## src/rtl/iris_fpga_fw_metadata_pkg.sv

```systemverilog
// Shared types and constants for the Iris firmware-metadata responder and
// the CRC-8 helper used by other telemetry blocks.
package iris_fw_meta_pkg;

  typedef enum logic [1:0] {
    IDLE = 2'd0,
    SEND = 2'd1,
    CRC  = 2'd2
  } state_t;

  localparam logic [7:0]  CRC8_POLY           = 8'h07;
  localparam int unsigned HDR_BYTES           = 2;
  localparam int unsigned FIXED_PAYLOAD_BYTES = 7;
  localparam int unsigned MAX_USER_BYTES      = 16;

endpackage

```

## src/rtl/iris_crc8_step.sv

```systemverilog
// One-byte CRC-8 update (poly CRC8_POLY, MSB first, no reflection, no final XOR).
module iris_crc8_step
  import iris_fw_meta_pkg::*;
(
  input  logic [7:0] crc_in,
  input  logic [7:0] data_in,
  output logic [7:0] crc_out
);

  logic [7:0] c;

  always_comb begin
    c = crc_in ^ data_in;
    for (int unsigned i = 0; i < 8; i++) begin
      c = c[7] ? ((c << 1) ^ CRC8_POLY) : (c << 1);
    end
    crc_out = c;
  end

endmodule

```

## src/rtl/iris_fpga_fw_metadata.sv

```systemverilog
// Streams MAGIC, LEN, version, build ID and latched user bytes over valid/ready.
// Define IRIS_FW_META_CRC_EN to append a CRC-8 trailer byte to every frame.
module iris_fpga_fw_metadata
  import iris_fw_meta_pkg::*;
#(
  parameter logic [7:0]  FW_VER_MAJ     = 8'd11,
  parameter logic [7:0]  FW_VER_MIN     = 8'd0,
  parameter logic [7:0]  FW_VER_PATCH   = 8'd3,
  parameter logic [31:0] BUILD_ID       = 32'h0000_0000,
  parameter int unsigned NUM_USER_BYTES = 4,
  parameter logic [7:0]  MAGIC          = 8'hA5
) (
  input  logic                        clk,
  input  logic                        rst_n,
  input  logic                        req,
  input  logic [8*NUM_USER_BYTES-1:0] user_data,
  output logic [7:0]                  out_data,
  output logic                        out_valid,
  input  logic                        out_ready,
  output logic                        out_last,
  output logic                        busy,
  output logic                        done,
  output logic                        req_dropped,
  output logic [7:0]                  major,
  output logic [7:0]                  minor,
  output logic [7:0]                  patch
);

  localparam int unsigned BODY_BYTES = HDR_BYTES + FIXED_PAYLOAD_BYTES + NUM_USER_BYTES;
  localparam int unsigned MAX_FRAME  = HDR_BYTES + FIXED_PAYLOAD_BYTES + MAX_USER_BYTES + 1;
  localparam int unsigned IDX_W      = $clog2(MAX_FRAME);
  localparam int unsigned USER_BASE  = HDR_BYTES + FIXED_PAYLOAD_BYTES;
  localparam logic [IDX_W-1:0] LAST_IDX = IDX_W'(BODY_BYTES - 1);
  localparam logic [7:0]       LEN      = 8'(FIXED_PAYLOAD_BYTES + NUM_USER_BYTES);

  state_t                      state, state_next;
  logic [IDX_W-1:0]            idx;
  logic [8*NUM_USER_BYTES-1:0] shadow;
  logic [7:0]                  body [BODY_BYTES];
  logic [7:0]                  body_byte;
  logic                        xfer;
  logic                        accept;

  assign major  = FW_VER_MAJ;
  assign minor  = FW_VER_MIN;
  assign patch  = FW_VER_PATCH;
  assign xfer   = out_valid && out_ready;
  assign accept = (state == IDLE) && req;

`ifdef IRIS_FW_META_CRC_EN
  logic [7:0] crc, crc_next;

  iris_crc8_step u_crc8 (
    .crc_in  (crc),
    .data_in (body_byte),
    .crc_out (crc_next)
  );
`endif

  // Header, payload and user bytes laid out by frame position.
  always_comb begin
    body[0] = MAGIC;
    body[1] = LEN;
    body[2] = FW_VER_MAJ;
    body[3] = FW_VER_MIN;
    body[4] = FW_VER_PATCH;
    body[5] = BUILD_ID[31:24];
    body[6] = BUILD_ID[23:16];
    body[7] = BUILD_ID[15:8];
    body[8] = BUILD_ID[7:0];
    for (int unsigned i = 0; i < NUM_USER_BYTES; i++) begin
      body[USER_BASE + i] = shadow[8*(NUM_USER_BYTES - i) - 1 -: 8];
    end
  end

  always_comb begin
    body_byte = '0;
    for (int unsigned i = 0; i < BODY_BYTES; i++) begin
      if (idx == IDX_W'(i)) body_byte = body[i];
    end
  end

  always_ff @(posedge clk or negedge rst_n) begin
    if (!rst_n) state <= IDLE;
    else        state <= state_next;
  end

  always_comb begin
    state_next = state;
    case (state)
      IDLE: if (req) state_next = SEND;
      SEND: begin
        if (xfer && idx == LAST_IDX) begin
`ifdef IRIS_FW_META_CRC_EN
          state_next = CRC;
`else
          state_next = IDLE;
`endif
        end
      end
      CRC:     if (xfer) state_next = IDLE;
      default: state_next = IDLE;
    endcase
  end

  always_comb begin
    out_valid = 1'b0;
    busy      = 1'b0;
    out_last  = 1'b0;
    out_data  = '0;
    case (state)
      SEND: begin
        out_valid = 1'b1;
        busy      = 1'b1;
        out_data  = body_byte;
`ifndef IRIS_FW_META_CRC_EN
        out_last  = (idx == LAST_IDX);
`endif
      end
      CRC: begin
        out_valid = 1'b1;
        busy      = 1'b1;
        out_last  = 1'b1;
`ifdef IRIS_FW_META_CRC_EN
        out_data  = crc;
`endif
      end
      default: ;
    endcase
  end

  always_ff @(posedge clk or negedge rst_n) begin
    if (!rst_n) begin
      idx         <= '0;
      shadow      <= '0;
      done        <= 1'b0;
      req_dropped <= 1'b0;
`ifdef IRIS_FW_META_CRC_EN
      crc         <= '0;
`endif
    end else begin
      done        <= (state != IDLE) && (state_next == IDLE);
      req_dropped <= req && busy;
      if (accept) begin
        shadow <= user_data;
        idx    <= '0;
`ifdef IRIS_FW_META_CRC_EN
        crc    <= '0;
`endif
      end else if (state == SEND && xfer) begin
        // Index parks on the final position; the FSM leaves SEND there.
        if (idx != LAST_IDX) idx <= idx + IDX_W'(1);
`ifdef IRIS_FW_META_CRC_EN
        crc <= crc_next;
`endif
      end
    end
  end

endmodule

```

## config.mk

```make
export PLATFORM = sky130hd
export DESIGN_NAME = iris_fpga_fw_metadata
export DESIGN_NICKNAME = d
export VERILOG_FILES = /design/src/rtl/iris_fpga_fw_metadata_pkg.sv /design/src/rtl/iris_crc8_step.sv /design/src/rtl/iris_fpga_fw_metadata.sv
export SDC_FILE = /design/constraint.sdc
export NUM_CORES = 1
export LEC_CHECK = 0
export CAP_MARGIN = 10
export CORE_MARGIN = 10
export CORE_UTILIZATION = 55
export CTS_CLUSTER_DIAMETER = 100
export DETAILED_ROUTE_END_ITERATION = 6
export DONT_BUFFER_PORTS = 1
export PLACE_DENSITY_LB_ADDON = 0.25
export SYNTH_ARGS = -nofsm -noshare
export SYNTH_HDL_FRONTEND = slang
export SYNTH_HIERARCHICAL = 1
export SYNTH_SLANG_ARGS = --single-unit
```

## constraint.sdc

```tcl
create_clock -name clk -period 4.31 [get_ports clk]
set_clock_uncertainty 0.1 [all_clocks]
set_input_delay 0.2155 -clock clk [delete_from_list [all_inputs] [get_ports clk]]
set_output_delay 0.2155 -clock clk [all_outputs]
set_load 0.005 [all_outputs]
```

**Yosys cells after proc, flatten, opt, wreduce, memory -nomap -nowiden**

Cells that the tools add are included.

- Add/sub/neg operators: 1
- Eq/ne operators: 15
- Muxes and demuxes: 23
- Reductions and logical operators: 14

Operator list:

| cell | count |
|---|---|
| 8-bit two-way mux | 14 |
| 5-bit by 4-bit == test with 1-bit output (second input constant) | 5 |
| 5-bit by 3-bit == test with 1-bit output (second input constant) | 4 |
| 5-bit two-way mux | 3 |
| 5-bit by 2-bit == test with 1-bit output (second input constant) | 2 |
| 1-bit logical AND | 6 |
| 2-bit two-way mux | 3 |
| 2-bit one-hot mux with 3 select lines | 1 |
| 2-bit nonzero test | 3 |
| 5-bit by 1-bit adder with 5-bit output (second input constant) | 1 |
| 5-bit by 1-bit == test with 1-bit output (second input constant) | 1 |
| 5-bit zero test | 1 |
| 5-bit by 4-bit inequality test with 1-bit output (second input constant) | 1 |
| 2-bit zero test | 2 |
| 2-bit by 1-bit == test with 1-bit output (second input constant) | 1 |
| 2-bit == test (second input constant) | 1 |
| 1-bit one-hot mux with 2 select lines | 1 |
| 2-bit AND reduction | 1 |
| 2-bit OR reduction | 1 |
| 1-bit two-way mux | 1 |

- Flip-flop bits (word level): 41
- Output and inout port bits: 37

**Depth between registers and ports, before layout**

- Depth after elaboration: 15
- Gate-level depth with buffers: 8
- Depth with buffers taken out: 6

**Worst setup path before layout**

Ideal clock, no wire load.

- Path kind: reg-to-output
- Start point: reg idx[0]
- End point: out out_data[1]
- Arrival: 1.622 ns
- Data required time: 3.994 ns
- Path slack: 2.373 ns
- Cell stages (with the launch flop): 8
- Path buffers: 1
- Path through: dfrtp_1 > inv_1 > ha_1 > clkbuf_1 > nor2_2 > nor4b_2 > o22ai_1 > a2111oi_1

- Cells in the longest elaborated chain, start to end: 14
- Elaborated cells on any way between the ends: 25
- Those cells by class: eq/ne (12); mux (13)

Ends and longest elaborated chain:

| element | RTL line | text |
|---|---|---|
| start, declared | iris_fpga_fw_metadata.sv:37 | `logic [IDX_W-1:0] idx;` |
| start signal, assigned | iris_fpga_fw_metadata.sv:152 | `if (idx != LAST_IDX) idx <= idx + IDX_W'(1);` |
| 5-bit by 1-bit == test with 1-bit output | iris_fpga_fw_metadata.sv:79 | `if (idx == IDX_W'(i)) body_byte = body[i];` |
| 8-bit two-way mux (11 in a row) | iris_fpga_fw_metadata.sv:79 |  |
| 8-bit two-way mux (*) | iris_fpga_fw_metadata.sv:79 |  |
| 8-bit two-way mux (*) | iris_fpga_fw_metadata.sv:111 | `case (state)` |
| end, declared | iris_fpga_fw_metadata.sv:17 | `output logic [7:0] out_data,` |

Every way passes the cells marked *; elsewhere a longest branch is shown, timed or not.

**Worst setup path after layout**

- Start point: reg idx[0]
- End point: out out_data[3]

Same word-level chain as after synthesis.

==> impl_results.md <==
* Core ar. at 0.004294 mm2
* Largest family of logic cells by synthesized area: simple AND/OR/NAND/NOR gates
* Internal Power at 1.058 mW
* Reg clk slew, reported paths at 0.08 ns
* Clk_lat worst skew at 0.29 ns
* DRT iter0 DRCs at 90
* Leak Pwr at 1.190 nW
* Hold Vio Cnt, Final at 0
* DR pass1 iterations at 4
* Avg Synthesized Cell Area at 9.887 um2
* RSZ-0062 raised after global routing: no
* Arrival @ worst endpoint at 2.36 ns
* CP required at 3.99 ns
* Setup crit end kind: output pin
* Sequential share of the synthesized area at 0.4253
* Crit path kind: register to output pin
* Global Route Usage Sum at 0.1471
* Root Buffer: clkbuf_8
* EDFF count, synth at 0
* Setup TNS at 0 ns
* Post-synthesis adder-cell area fraction at 0.04149
* Post-synth top cells: dfrtp_1 (41), mux2_2 (27), buf_4 (25)
* Yosys top cell area share at 0.4253
* Clk pwr share at 0.184
* Drt via density at 5.340
* Post-layout min period at 2.678 ns
* Startpoint types: register
* FF+latch count, synth at 41
* Final nets at 312
* CTS max path bufs at 2
* Worst hold-check path type: primary input to register
* Max_cap viols at 0
* Area of placed instances at 0.002292 mm2
* Max FO, Critical Path at 15
* Post-synthesis mux area share at 0.1302
* Port Buffer Count at 0
* Ys async rst share at 1.000
* Worst Max-Slew Pin Slew at 0.8616 ns
* Die width at 86.23 um
* TritonCTS Sinks at 41
* DIE AREA at 0.007435 mm2
* First-pass GRT wire length at 9004 um
* Starting Density at 0.5618
* Dominant cell type by area after synthesis: dfrtp_1
* Maximum vdd drop at 0.4008 mV
* I/O pin count at 73
* Syn Std Cell Area at 0.002412 mm2
* Post-Synth Simple-Gate Area at 0.1338
* Result of the run: complete, no violations
* Die Y at 86.23 um
* DRT antenna net count at 0
* Largest net degree at the start of global routing at 44
* Switching share of power at 0.3608
* Final Cycle Share at 0.6213
* Setup Viol. Count Final at 0
* Standard-cell rows at 24
* Comb power frac at 0.407
* Gr ovfl total at 0
* Area delta synth->final at 14.57%
* Initial antenna violation count at 0
* Post-CTS Repair Setup Buffers at 0
* HPWL Detailed at 3757 um
* Top-count cell post-synth: dfrtp_1
* H-tree levels at 2
* Slew Limit Fails at 0
* Synthesis Warnings at 6
* Main flop type after synthesis: dfrtp_1
* DRT Wirelength at 5369 um
* Final core utilization at 0.6436
* Final Cell Area at 0.002764 mm2
* Routed WL per cell at 16.73 um
* Synth unique cells at 45
* DRC errors left at 0
* Sequential power share at 0.409
* Synth Area in XOR/XNOR at 0.01452
* Compound-Gate Fraction of Synth Area at 0.1229
* Final Wtd Congestion at 0.8209
* Via count at 1714
* Fmax at 373.4 MHz
* Max-slew headroom at 0.4256
* Number of global-route vias before repair at 1763
* Post-synthesis instance total at 244
* P per Cell Area at 599.1 mW/mm2
* Inserted Clock Buffers at 5
* Sw power at 0.5973 mW
* CTS tree: built
* Synth area leaders: dfrtp_1 (43%), mux2_2 (13%), buf_4 (7.8%)
* Share of layout cells above drive strength 1 at 0.1524
* # diodes at 0
-- through the flow --
step | total power [mW] | hold WS (ns) | worst slack [ns] | instances
final | 1.656 | 0.06108 | 1.632 | 321
after global routing | 1.791 | 0.05731 | 1.417 | 321
after CTS | 1.665 | 0.04954 | 1.641 | 321
after detailed placement | 1.324 | -0.1784 | 1.969 | 278
after global placement | 1.308 | -0.1785 | 1.990 | 278
after floorplan | 1.209 | -0.1801 | 2.373 | 266
-- final cells by class --
type | instances | area (um2)
repair buffers | 35 | 360.3
flip-flops and latches | 41 | 1026
fillers | 371 | 1530
clock inverters | 2 | 38.79
well taps | 52 | 65.06
inverters | 11 | 41.29
clock buffers | 6 | 72.57
multi-input cells | 174 | 1160
-- final timing paths --
check                          start     endpoint  slack [ns]  depth (start not counted)
setup / recovery              idx[0]  out_data[3]        1.63                          6
hold / removal                   req     state[1]        0.06                          2
setup reg to reg              idx[0]     state[1]        2.03                          6
hold reg to reg            shadow[7]    shadow[7]        0.41                          1
max in group asynchronous      rst_n   shadow[13]        3.63                          2
min in group asynchronous      rst_n   shadow[23]        0.28                          2
-- layout by cell type (no fill, tap or decap), drive strengths merged, types with 2 or more instances in the layout --
cell type	n
and3	2
xor2	3
nand4	3
nor2b	3
dfrtp	41
conb	24
nor3b	2
ha	8
mux2	27
nand3b	2
nand2	17
a21oi	17
o21ai	13
o22ai	6
and2	2
a211oi	2
inv	11
nor2	15
a21o	3
nor3	4
nand3	2
clkbuf	6
dlygate4sd3	34
-- flip-flops by register name, indices dropped and copies added, names as in the netlist --
register	cells
done	1
idx	5
req_dropped	1
shadow	32
state	2
-- power by group through the flow --
stage	Sequential, mW	Clock, mW	Combinational [mW]
after floorplan	0.634	0	0.576
after global placement	0.677	0	0.631
after detailed placement	0.684	0	0.640
after CTS	0.675	0.312	0.677
after global routing	0.702	0.327	0.762
final	0.677	0.305	0.673
-- timing repair --
item                      CTS  global route
hold buffers               35             0
resized for setup           0             0
hold endpoints to repair   74             0
-- layer usage --
metal  up-vias  wire length [um]  track usage
met3         7               418      0.04972
met2        54              2816       0.2542
met5         -                 0            0
li1        832                 -            -
met4         0                73      0.04124
met1       821              2061       0.1689
-- kinds of logic after synthesis --
group / count (synthesis)
adder cells (fa/ha/maj): 8
AO/OA/AOI/OAI: 49
AND/OR/NAND/NOR: 61
buffers and inverters: 51
multiplexers: 28
XOR/XNOR: 4
other: 2
flip-flops: 41
-- critical path, cell delays in order, from the launching register on --
cell and delay, ns:
dfrtp_1 0.42, inv_1 0.13, ha_1 0.27, nand4b_1 0.53, o21ai_0 0.46, or3_1 0.17
o31ai_1 0.09
Power figures use the tool's default switching activity.
